**config.mk**
```make
export PLATFORM = sky130hd
export DESIGN_NAME = muldiv_sched_flat
export DESIGN_NICKNAME = d
export VERILOG_FILES = /design/src/rtl/muldiv_sched_pkg.sv /design/src/rtl/muldiv_sched_if.sv /design/src/rtl/muldiv_sched_div_core.sv /design/src/rtl/muldiv_sched.sv /design/src/flat_wrapper.sv
export SDC_FILE = /design/constraint.sdc
export NUM_CORES = 2
export LEC_CHECK = 0
export ABC_AREA = 1
export CORE_MARGIN = 5
export CORE_UTILIZATION = 34
export CTS_CLUSTER_DIAMETER = 120
export DETAILED_ROUTE_END_ITERATION = 12
export GPL_ROUTABILITY_DRIVEN = 1
export SETUP_SLACK_MARGIN = 0.15
export SLEW_MARGIN = 20
export SYNTH_ARGS = -nofsm -noshare
export SYNTH_HDL_FRONTEND = slang
export SYNTH_HIERARCHICAL = 1
export SYNTH_SLANG_ARGS = --single-unit
```
**constraint.sdc**
```tcl
create_clock -name clk -period 13.7 [get_ports clk]
set_input_delay 2.74 -clock clk [delete_from_list [all_inputs] [get_ports clk]]
set_output_delay 2.74 -clock clk [all_outputs]
set_load 0.02 [all_outputs]
```
**src/rtl/muldiv_sched_pkg.sv**
```systemverilog
// Shared definitions for the HI/LO multi-cycle scheduler: op encodings,
// scheduler state encodings, handshake constants and op-decoding helpers.
package muldiv_sched_pkg;

    localparam int WORD_W = 32;

    typedef logic [2:0] op_t;

    // op_i encodings; bit 0 clear marks the signed flavour of each pair
    localparam op_t OP_MULT  = 3'd0;
    localparam op_t OP_MULTU = 3'd1;
    localparam op_t OP_MADD  = 3'd2;
    localparam op_t OP_MADDU = 3'd3;
    localparam op_t OP_MSUB  = 3'd4;
    localparam op_t OP_MSUBU = 3'd5;
    localparam op_t OP_DIV   = 3'd6;
    localparam op_t OP_DIVU  = 3'd7;

    // Scheduler state encodings
    localparam logic [2:0] ST_IDLE     = 3'd0;
    localparam logic [2:0] ST_MUL      = 3'd1;
    localparam logic [2:0] ST_ACC      = 3'd2;
    localparam logic [2:0] ST_DIV_ZERO = 3'd3;
    localparam logic [2:0] ST_DIV_ON   = 3'd4;
    localparam logic [2:0] ST_DONE     = 3'd5;

    localparam logic DIV_RESULT_READY     = 1'b1;
    localparam logic DIV_RESULT_NOT_READY = 1'b0;
    localparam logic STOP                 = 1'b1;
    localparam logic NO_STOP              = 1'b0;

    localparam logic [WORD_W-1:0] ZERO_WORD = 32'h0000_0000;

    function automatic logic is_signed_op(input op_t op);
        return (op[0] == 1'b0);
    endfunction

    function automatic logic is_div_op(input op_t op);
        return (op == OP_DIV) || (op == OP_DIVU);
    endfunction

    function automatic logic is_acc_op(input op_t op);
        return (op == OP_MADD) || (op == OP_MADDU) || (op == OP_MSUB) || (op == OP_MSUBU);
    endfunction

    function automatic logic is_sub_op(input op_t op);
        return (op == OP_MSUB) || (op == OP_MSUBU);
    endfunction

endpackage

```
**src/rtl/muldiv_sched_if.sv**
```systemverilog
// Request/result bundle between the EX stage and the HI/LO scheduler.
interface muldiv_sched_if #(
    parameter int DATA_W = 32
);
    logic                start_i;
    logic [2:0]          op_i;
    logic [DATA_W-1:0]   opdata1_i;
    logic [DATA_W-1:0]   opdata2_i;
    logic [2*DATA_W-1:0] hilo_i;
    logic                annul_i;
    logic [2*DATA_W-1:0] result_o;
    logic                ready_o;
    logic                stallreq_o;

    // Requester side (EX stage)
    modport master (
        output start_i, op_i, opdata1_i, opdata2_i, hilo_i, annul_i,
        input  result_o, ready_o, stallreq_o
    );

    // Scheduler side
    modport slave (
        input  start_i, op_i, opdata1_i, opdata2_i, hilo_i, annul_i,
        output result_o, ready_o, stallreq_o
    );
endinterface

```
**src/rtl/muldiv_sched_div_core.sv**
```systemverilog
// Iterative restoring divider: one quotient bit per cycle on magnitudes,
// sign fix-up applied on the way out. Divide-by-zero short-circuits to 0.
module muldiv_sched_div_core
    import muldiv_sched_pkg::*;
#(
    parameter int DATA_W   = 32,
    parameter int DIV_ITER = DATA_W
) (
    input  logic                clk,
    input  logic                rst,
    input  logic                start,
    input  logic                signed_op,
    input  logic                annul,
    input  logic [DATA_W-1:0]   dividend,
    input  logic [DATA_W-1:0]   divisor,
    output logic                ready,
    output logic [2*DATA_W-1:0] result
);
    localparam int CNT_W = $clog2(DIV_ITER) + 1;

    localparam logic [1:0] DC_IDLE = 2'd0;
    localparam logic [1:0] DC_ZERO = 2'd1;
    localparam logic [1:0] DC_ON   = 2'd2;
    localparam logic [1:0] DC_END  = 2'd3;

    logic [1:0]        state_r;
    logic [CNT_W-1:0]  cnt_r;
    logic [DATA_W-1:0] rem_r;
    logic [DATA_W-1:0] quo_r;
    logic [DATA_W-1:0] dsor_r;
    logic              neg_q_r;
    logic              neg_r_r;

    logic [DATA_W-1:0] dividend_mag_s;
    logic [DATA_W-1:0] divisor_mag_s;
    logic [DATA_W:0]   shifted_s;
    logic [DATA_W:0]   diff_s;
    logic [DATA_W-1:0] quo_fix_s;
    logic [DATA_W-1:0] rem_fix_s;

    // Operand magnitudes, trial subtraction on the 33-bit shifted remainder, sign fix-up
    always_comb begin
        dividend_mag_s = dividend;
        divisor_mag_s  = divisor;
        if (signed_op && dividend[DATA_W-1]) begin
            dividend_mag_s = -dividend;
        end else begin
            dividend_mag_s = dividend;
        end
        if (signed_op && divisor[DATA_W-1]) begin
            divisor_mag_s = -divisor;
        end else begin
            divisor_mag_s = divisor;
        end
        shifted_s = {rem_r, quo_r[DATA_W-1]};
        diff_s    = shifted_s - {1'b0, dsor_r};
        quo_fix_s = neg_q_r ? -quo_r : quo_r;
        rem_fix_s = neg_r_r ? -rem_r : rem_r;
    end

    // Result presented for exactly one cycle, in the zero or end state
    assign ready  = ((state_r == DC_ZERO) || (state_r == DC_END)) ? DIV_RESULT_READY
                                                                  : DIV_RESULT_NOT_READY;
    assign result = (state_r == DC_ZERO) ? {ZERO_WORD, ZERO_WORD} : {rem_fix_s, quo_fix_s};

    // Divider sequencing: launch, one restoring step per cycle, abandon on annul
    always_ff @(posedge clk or posedge rst) begin
        if (rst) begin
            state_r <= DC_IDLE;
            cnt_r   <= '0;
            rem_r   <= '0;
            quo_r   <= '0;
            dsor_r  <= '0;
            neg_q_r <= 1'b0;
            neg_r_r <= 1'b0;
        end else if (annul) begin
            state_r <= DC_IDLE;
        end else begin
            case (state_r)
                DC_IDLE: begin
                    if (start) begin
                        if (divisor == '0) begin
                            state_r <= DC_ZERO;
                        end else begin
                            state_r <= DC_ON;
                            cnt_r   <= '0;
                            rem_r   <= '0;
                            quo_r   <= dividend_mag_s;
                            dsor_r  <= divisor_mag_s;
                            neg_q_r <= signed_op && (dividend[DATA_W-1] ^ divisor[DATA_W-1]);
                            neg_r_r <= signed_op && dividend[DATA_W-1];
                        end
                    end
                end
                DC_ON: begin
                    if (diff_s[DATA_W] == 1'b0) begin
                        rem_r <= diff_s[DATA_W-1:0];
                        quo_r <= {quo_r[DATA_W-2:0], 1'b1};
                    end else begin
                        rem_r <= shifted_s[DATA_W-1:0];
                        quo_r <= {quo_r[DATA_W-2:0], 1'b0};
                    end
                    cnt_r <= cnt_r + 1'b1;
                    if (cnt_r == CNT_W'(DIV_ITER - 1)) begin
                        state_r <= DC_END;
                    end
                end
                DC_ZERO, DC_END: state_r <= DC_IDLE;
                default:         state_r <= DC_IDLE;
            endcase
        end
    end

endmodule

```
**src/rtl/muldiv_sched.sv**
```systemverilog
// HI/LO multi-cycle scheduler beside EX: sequences MULT/MADD/MSUB inline and
// DIV through the iterative divider, stalling the pipe until {HI,LO} is ready.
module muldiv_sched
    import muldiv_sched_pkg::*;
#(
    parameter int DATA_W   = 32,
    parameter int DIV_ITER = DATA_W
) (
    input  logic           clk,
    input  logic           rst,
    muldiv_sched_if.slave  bus
);
    localparam int W2 = 2 * DATA_W;

    logic [2:0]        state_r;
    logic [2:0]        state_nxt_s;
    op_t               op_r;
    logic [DATA_W-1:0] a_r;
    logic [DATA_W-1:0] b_r;
    logic [W2-1:0]     hilo_r;
    logic [W2-1:0]     prod_r;
    logic [W2-1:0]     result_r;
    logic              ready_r;

    logic              accept_s;
    logic              div_start_s;
    logic              div_ready_s;
    logic [W2-1:0]     div_result_s;
    logic [DATA_W-1:0] mag_a_s;
    logic [DATA_W-1:0] mag_b_s;
    logic              neg_prod_s;
    logic [W2-1:0]     mag_prod_s;
    logic [W2-1:0]     product_s;
    logic [W2-1:0]     acc_s;

    assign accept_s    = (state_r == ST_IDLE) && bus.start_i && !bus.annul_i;
    assign div_start_s = accept_s && is_div_op(bus.op_i);

    // Stall while a request is being accepted or any operation is in flight; never under annul or reset
    assign bus.stallreq_o = (!rst && !bus.annul_i &&
                             (accept_s || (state_r == ST_MUL) || (state_r == ST_ACC) ||
                              (state_r == ST_DIV_ZERO) || (state_r == ST_DIV_ON))) ? STOP : NO_STOP;

    assign bus.result_o = result_r;
    assign bus.ready_o  = ready_r;

    muldiv_sched_div_core #(
        .DATA_W   (DATA_W),
        .DIV_ITER (DIV_ITER)
    ) u_div_core (
        .clk       (clk),
        .rst       (rst),
        .start     (div_start_s),
        .signed_op (is_signed_op(bus.op_i)),
        .annul     (bus.annul_i),
        .dividend  (bus.opdata1_i),
        .divisor   (bus.opdata2_i),
        .ready     (div_ready_s),
        .result    (div_result_s)
    );

    // Signed multiply via magnitudes and conditional negation, then accumulate/subtract into HI/LO
    always_comb begin
        mag_a_s    = a_r;
        mag_b_s    = b_r;
        neg_prod_s = 1'b0;
        if (is_signed_op(op_r)) begin
            mag_a_s    = a_r[DATA_W-1] ? -a_r : a_r;
            mag_b_s    = b_r[DATA_W-1] ? -b_r : b_r;
            neg_prod_s = a_r[DATA_W-1] ^ b_r[DATA_W-1];
        end else begin
            mag_a_s    = a_r;
            mag_b_s    = b_r;
            neg_prod_s = 1'b0;
        end
        mag_prod_s = W2'(mag_a_s) * W2'(mag_b_s);
        product_s  = neg_prod_s ? -mag_prod_s : mag_prod_s;
        acc_s      = is_sub_op(op_r) ? (hilo_r - prod_r) : (hilo_r + prod_r);
    end

    // Next-state decision; annul forces IDLE from any state
    always_comb begin
        state_nxt_s = state_r;
        if (bus.annul_i) begin
            state_nxt_s = ST_IDLE;
        end else begin
            case (state_r)
                ST_IDLE: begin
                    if (bus.start_i) begin
                        if (!is_div_op(bus.op_i)) begin
                            state_nxt_s = ST_MUL;
                        end else if (bus.opdata2_i == '0) begin
                            state_nxt_s = ST_DIV_ZERO;
                        end else begin
                            state_nxt_s = ST_DIV_ON;
                        end
                    end else begin
                        state_nxt_s = ST_IDLE;
                    end
                end
                ST_MUL:  state_nxt_s = is_acc_op(op_r) ? ST_ACC : ST_DONE;
                ST_ACC:  state_nxt_s = ST_DONE;
                ST_DIV_ZERO, ST_DIV_ON: begin
                    if (div_ready_s == DIV_RESULT_READY) begin
                        state_nxt_s = ST_DONE;
                    end else begin
                        state_nxt_s = state_r;
                    end
                end
                ST_DONE: state_nxt_s = bus.start_i ? ST_DONE : ST_IDLE;
                default: state_nxt_s = ST_IDLE;
            endcase
        end
    end

    // State and ready flag; ready is high exactly while in DONE
    always_ff @(posedge clk or posedge rst) begin
        if (rst) begin
            state_r <= ST_IDLE;
            ready_r <= 1'b0;
        end else begin
            state_r <= state_nxt_s;
            ready_r <= (state_nxt_s == ST_DONE);
        end
    end

    // Request capture at acceptance and result/product registers; annul leaves result_o untouched
    always_ff @(posedge clk or posedge rst) begin
        if (rst) begin
            op_r     <= OP_MULT;
            a_r      <= '0;
            b_r      <= '0;
            hilo_r   <= '0;
            prod_r   <= '0;
            result_r <= '0;
        end else begin
            if (accept_s) begin
                op_r   <= bus.op_i;
                a_r    <= bus.opdata1_i;
                b_r    <= bus.opdata2_i;
                hilo_r <= bus.hilo_i;
            end
            if (!bus.annul_i) begin
                case (state_r)
                    ST_MUL: begin
                        if (is_acc_op(op_r)) begin
                            prod_r <= product_s;
                        end else begin
                            result_r <= product_s;
                        end
                    end
                    ST_ACC: result_r <= acc_s;
                    ST_DIV_ZERO, ST_DIV_ON: begin
                        if (div_ready_s == DIV_RESULT_READY) begin
                            result_r <= div_result_s;
                        end
                    end
                    default: ;
                endcase
            end
        end
    end

endmodule

```
**src/flat_wrapper.sv**
```systemverilog
// flat-port wrapper written by rule: the top's interface ports become plain ports
module muldiv_sched_flat import muldiv_sched_pkg::*;
#(
    parameter int DATA_W   = 32,
    parameter int DIV_ITER = DATA_W
)
  (clk, rst, bus_start_i, bus_op_i, bus_opdata1_i, bus_opdata2_i, bus_hilo_i, bus_annul_i, bus_result_o, bus_ready_o, bus_stallreq_o);
  muldiv_sched_if #(.DATA_W(DATA_W)) bus_i ();
  input  logic clk;
  input  logic rst;
  input wire logic [$bits(bus_i.start_i)-1:0] bus_start_i;
  input wire logic [$bits(bus_i.op_i)-1:0] bus_op_i;
  input wire logic [$bits(bus_i.opdata1_i)-1:0] bus_opdata1_i;
  input wire logic [$bits(bus_i.opdata2_i)-1:0] bus_opdata2_i;
  input wire logic [$bits(bus_i.hilo_i)-1:0] bus_hilo_i;
  input wire logic [$bits(bus_i.annul_i)-1:0] bus_annul_i;
  output wire logic [$bits(bus_i.result_o)-1:0] bus_result_o;
  output wire logic [$bits(bus_i.ready_o)-1:0] bus_ready_o;
  output wire logic [$bits(bus_i.stallreq_o)-1:0] bus_stallreq_o;
  assign bus_i.start_i = bus_start_i;
  assign bus_i.op_i = bus_op_i;
  assign bus_i.opdata1_i = bus_opdata1_i;
  assign bus_i.opdata2_i = bus_opdata2_i;
  assign bus_i.hilo_i = bus_hilo_i;
  assign bus_i.annul_i = bus_annul_i;
  assign bus_result_o = bus_i.result_o;
  assign bus_ready_o = bus_i.ready_o;
  assign bus_stallreq_o = bus_i.stallreq_o;
  muldiv_sched #(.DATA_W(DATA_W), .DIV_ITER(DIV_ITER)) u_core (.clk(clk), .rst(rst), .bus(bus_i));
endmodule
```
==> results_tabular.tex <==
\begin{tabular}{lr}
\hline
Metric & Value \\
\hline
\multicolumn{2}{l}{\textbf{Clock network}} \\
\quad Count of hold buffers inserted by post-cts repair & 0 \\
\quad Clk root buf & clkbuf\_16 \\
\quad Clock transition at the registers of the reported paths & 70 ps \\
\quad H-tree depth reported by CTS & 2 \\
\quad Clock buffer count from CTS & between 40 and 50 \\
\quad CTS Buffer Depth & 3 \\
\quad CTS tree & yes \\
\quad Clock network latency to the later pin of the worst-skew pair & 630 ps \\
\quad Gates resized, CTS repair & 0 \\
\quad Number of sinks handled by clock tree synthesis & 369 \\
\quad Buffers inserted during post-CTS setup optimization & 0 \\
\multicolumn{2}{l}{\textbf{Synth}} \\
\quad Cell taking the most area after synthesis & fa\_1 \\
\quad Share of flip-flops with an asynchronous set or reset & 100\% \\
\quad Leading post-synthesis cells by cell area & fa\_1, dfrtp\_1, nand2\_1 \\
\quad Warning count from the yosys run & 6 \\
\quad Synthesized Nets & 10.9k \\
\quad Post-synth EDFFs & 0 \\
\quad Netlist Area Pre-Place & around 66000 µm² \\
\quad Distinct cells, synth & 65 \\
\quad Top-area cell type share of the netlist area & 27.1\% \\
\quad Post-synthesis average cell area & approximately 7.0 µm² \\
\quad Synthesized instance count & between 9k and 10k \\
\quad Sequential share of the synthesized area & 13.9\% \\
\quad Number of flip-flops and latches in the synthesized netlist & 369 \\
\quad Most used DFF post-synth & dfrtp\_1 \\
\multicolumn{2}{l}{\textbf{Setup path}} \\
\quad Launch point of the worst reg-to-reg path & u\_core/b\_r[0] \\
\quad Kind of cell with the highest combined delay on the critical path & simple AND/OR/NAND/NOR gates \\
\quad Start point of the critical path & u\_core/b\_r[0] \\
\quad Arr. time, crit path & $\sim$13000 ps \\
\quad Slowest cell on the critical path & nand2\_1 \\
\quad Instance count on the critical path & 45 \\
\quad Peak per-stage delay on the critical path & between 700 and 800 ps \\
\quad Most Frequent Cell on Critical Path & nand2\_1 \\
\quad Maximum fanout encountered on the critical timing path & 22 \\
\quad Sum of buffers and inverters on the critical path & 7 \\
\quad Kind of start point of the critical path & flip-flop \\
\quad Crit path capture type & flip-flop \\
\quad Worst setup path category & reg -> reg \\
\quad Depth of the most critical reg-to-reg path & between 40 and 50 \\
\quad Worst endpoint required time & about 14000 ps \\
\multicolumn{2}{l}{\textbf{Cells and area}} \\
\quad Net count reported at finish & around 11k \\
\quad Filler cells & roughly 21k \\
\quad Final instance count without filler cells & between 10k and 15k \\
\quad Post-route standard cell area excluding fillers & approximately 73000 µm² \\
\quad Signed area change from the synthesized netlist to the final layout & 9.52\% \\
\quad Share of final-layout standard cells stronger than drive strength 1 & about 5\% \\
\multicolumn{2}{l}{\textbf{Worst hold path}} \\
\quad Class of the worst hold path & reg -> reg \\
\quad Startpoint of the most critical hold path & u\_core/u\_div\_core/dsor\_r[9] \\
\quad Instance count along the most critical hold path & 2 \\
\multicolumn{2}{l}{\textbf{Floorplanning}} \\
\quad Core Area & 194000 µm² \\
\quad Die height & approximately 450 µm \\
\quad Total I/O pin count & roughly 200 \\
\quad Starting density of the core & between 30\% and 40\% \\
\quad Number of core rows & $\sim$160 \\
\quad Die Width & between 400 and 500 µm \\
\quad Full die area & a little over 200000 µm² \\
\multicolumn{2}{l}{\textbf{STA}} \\
\quad Worst setup margin & approximately 1500 ps \\
\quad Post-route fraction of the period consumed by the critical path & between 80 and 90\% \\
\quad Time the final worst path needs with I/O delays and setup & between 10000 and 15000 ps \\
\quad Max-slew violation count & 0 \\
\quad Unrepaired setup endpoints after global routing & false \\
\quad Total negative setup slack & 0 ps \\
\quad Endpoints failing setup & 0 \\
\quad Actual transition at the worst max-transition pin & between 1000 and 1500 ps \\
\quad Worst Clk Skew & $\sim$48 ps \\
\quad Max frequency & roughly 82 MHz \\
\quad Slew HR & around 17\% \\
\quad Final count of hold timing violations & 0 \\
\multicolumn{2}{l}{\textbf{Route}} \\
\quad Length of routed met2 wiring & approximately 120 mm \\
\quad Total wirelength of the detailed-routed design & between 200 and 300 mm \\
\quad Post-route ant nets & 0 \\
\quad Routed wire length per instance & 22.3 µm \\
\quad DRC violation total after the first TritonRoute iteration & around 6.1k \\
\quad Met3 Wirelength & 22.3 mm \\
\quad Highest routing layer actually used & met5 \\
\quad Total number of vias & between 60k and 70k \\
\quad Met1 Wirelength & between 100 and 150 mm \\
\quad First-pass iteration count of the detailed router & 7 \\
\quad Via density & about 5.2 \\
\quad Total DRC errors in the routed layout & 0 \\
\multicolumn{2}{l}{\textbf{Global route}} \\
\quad First-pass GRT wire length & slightly above 400 mm \\
\quad Pin count of the biggest net entering global routing & approximately 160 \\
\quad GRT Total Usage & 26.2\% \\
\quad Via count of the first global-routing pass & 63.8k \\
\quad Sum of overflow across all layers after global routing & 0 \\
\quad Initial antenna violation count & 13 \\
\multicolumn{2}{l}{\textbf{Placement}} \\
\quad Total instance count after detailed placement & around 12k \\
\quad Worst setup slack before clock tree synthesis & around 1800 ps \\
\quad DPL Wire Length & 219 mm \\
\quad RePlAce Congestion & 0.993 \\
\quad Port Buffers & 200 \\
\quad Post-Place Cell Area & $\sim$71000 µm² \\
\multicolumn{2}{l}{\textbf{Run status}} \\
\quad Result of the run & complete, no violations \\
\multicolumn{2}{l}{\textbf{Run}} \\
\quad Number of maximum-capacitance violations & 0 \\
\hline
\end{tabular}
-- registers in the layout (all words and copies together), names as in the netlist, 2 cells and up --
register                   count
u_core/u_div_core/cnt_r        6
u_core/prod_r                 64
u_core/b_r                    32
u_core/u_div_core/quo_r       32
u_core/a_r                    32
u_core/state_r                 3
u_core/hilo_r                 64
u_core/u_div_core/rem_r       32
u_core/op_r                    3
u_core/bus.result_o           64
u_core/u_div_core/state_r      2
u_core/u_div_core/dsor_r      32
-- cell usage in the layout (no fill, tap or decap), types with 8 or more instances in the layout --
| cell type | Yosys | final |
|---|---|---|
| a21o_1 | 22 | 22 |
| or2_2 | 32 | 32 |
| a21oi_1 | 393 | 393 |
| xor2_1 | 146 | 138 |
| nor2_4 | 7 | 9 |
| inv_2 | 26 | 29 |
| ha_1 | 367 | 367 |
| nand3b_1 | 22 | 22 |
| clkinv_1 | 20 | 19 |
| inv_1 | 1916 | 1912 |
| nand4_1 | 78 | 78 |
| o21a_1 | 9 | 9 |
| o21ai_0 | 333 | 332 |
| nand3_1 | 394 | 393 |
| dfrtp_1 | 369 | 369 |
| nor4_1 | 43 | 42 |
| o211ai_1 | 12 | 12 |
| xnor2_1 | 39 | 39 |
| nor2_1 | 1228 | 1224 |
| clkbuf_1 | 206 | 9 |
| buf_4 | 13 | 92 |
| o31ai_1 | 11 | 11 |
| mux2_2 | 65 | 65 |
| xor2_2 | 0 | 8 |
| nand2_1 | 2362 | 2355 |
| nor2_2 | 26 | 28 |
| clkbuf_16 | 0 | 46 |
| a31oi_1 | 95 | 95 |
| nor3_2 | 13 | 13 |
| o21bai_1 | 18 | 18 |
| nand2_2 | 57 | 64 |
| o21ai_1 | 16 | 15 |
| nor3_1 | 69 | 69 |
| o22ai_1 | 10 | 10 |
| fa_1 | 898 | 898 |
| nand3_2 | 13 | 13 |
| clkdlybuf4s50_1 | 0 | 200 |
-- layout make-up --
class / count / area (µm²) / area share, %
antenna: 6 / 15.0 / 0.0207
clock buffer: 60 / 1250 / 1.73
clock inverter: 22 / 325 / 0.448
inverter: 1965 / 7400 / 10.2
multi-input combinational: 6848 / 48400 / 66.8
sequential: 369 / 9230 / 12.7
tap: 2542 / 3180 / 4.38
timing repair buffer: 293 / 2710 / 3.74
-- per-layer routing --
| layer | global-route usage [%] | vias to the layer above |
|---|---|---|
| li1 | - | 28800 |
| met1 | 34.8 | 31000 |
| met2 | 42.2 | 2623 |
| met3 | 4.68 | 535 |
| met4 | 10.9 | 8 |
| met5 | 0 | - |
-- cell families after synthesis --
| logic type | count (synthesis) | share of synthesized area [%] |
|---|---|---|
| XOR/XNOR | 185 | 2.45 |
| flip-flops | 369 | 13.9 |
| buffers and inverters | 2256 | 13.1 |
| AO/OA/AOI/OAI | 952 | 7.85 |
| AND/OR/NAND/NOR | 4381 | 27.5 |
| adder cells (fa/ha/maj) | 1265 | 34.1 |
| multiplexers | 65 | 1.10 |
-- worst paths after layout --
kind	end	slack, ps
setup / recovery	u_core/bus.result_o[50]	1550
hold / removal	u_core/u_div_core/dsor_r[9]	480
setup reg to reg	u_core/bus.result_o[50]	1550
hold reg to reg	u_core/u_div_core/dsor_r[9]	480
max in group asynchronous	u_core/hilo_r[10]	9490
min in group asynchronous	u_core/u_div_core/rem_r[31]	2690
-- worst min-delay path, cell delays in order, from the launching register on --
cell and delay, ps:
dfrtp_1 340, nand2_1 50, o21ai_0 50
-- cell usage after synthesis, types with 32 or more instances --
| master | count |
|---|---|
| nand2_2 | 57 |
| nand2_1 | 2362 |
| nand3_1 | 394 |
| a21oi_1 | 393 |
| xor2_1 | 146 |
| inv_1 | 1916 |
| buf_2 | 42 |
| o21ai_0 | 333 |
| mux2_2 | 65 |
| clkbuf_1 | 206 |
| nor3_1 | 69 |
| fa_1 | 898 |
| nor2_1 | 1228 |
| or2_2 | 32 |
| xnor2_1 | 39 |
| nor4_1 | 43 |
| dfrtp_1 | 369 |
| ha_1 | 367 |
| nand4_1 | 78 |
| a31oi_1 | 95 |
-- per-stage QoR --
stage               hold WS (ps)  util [%]
floorplan                    449         -
global placement             466      36.5
detailed placement           473      36.5
CTS                          487      37.3
global route                 511      37.3
finish                       484      37.3
Power is left out: the tool's default activity adds up to more than one toggle a clock period on the data nets, which glitch-free logic cannot reach.
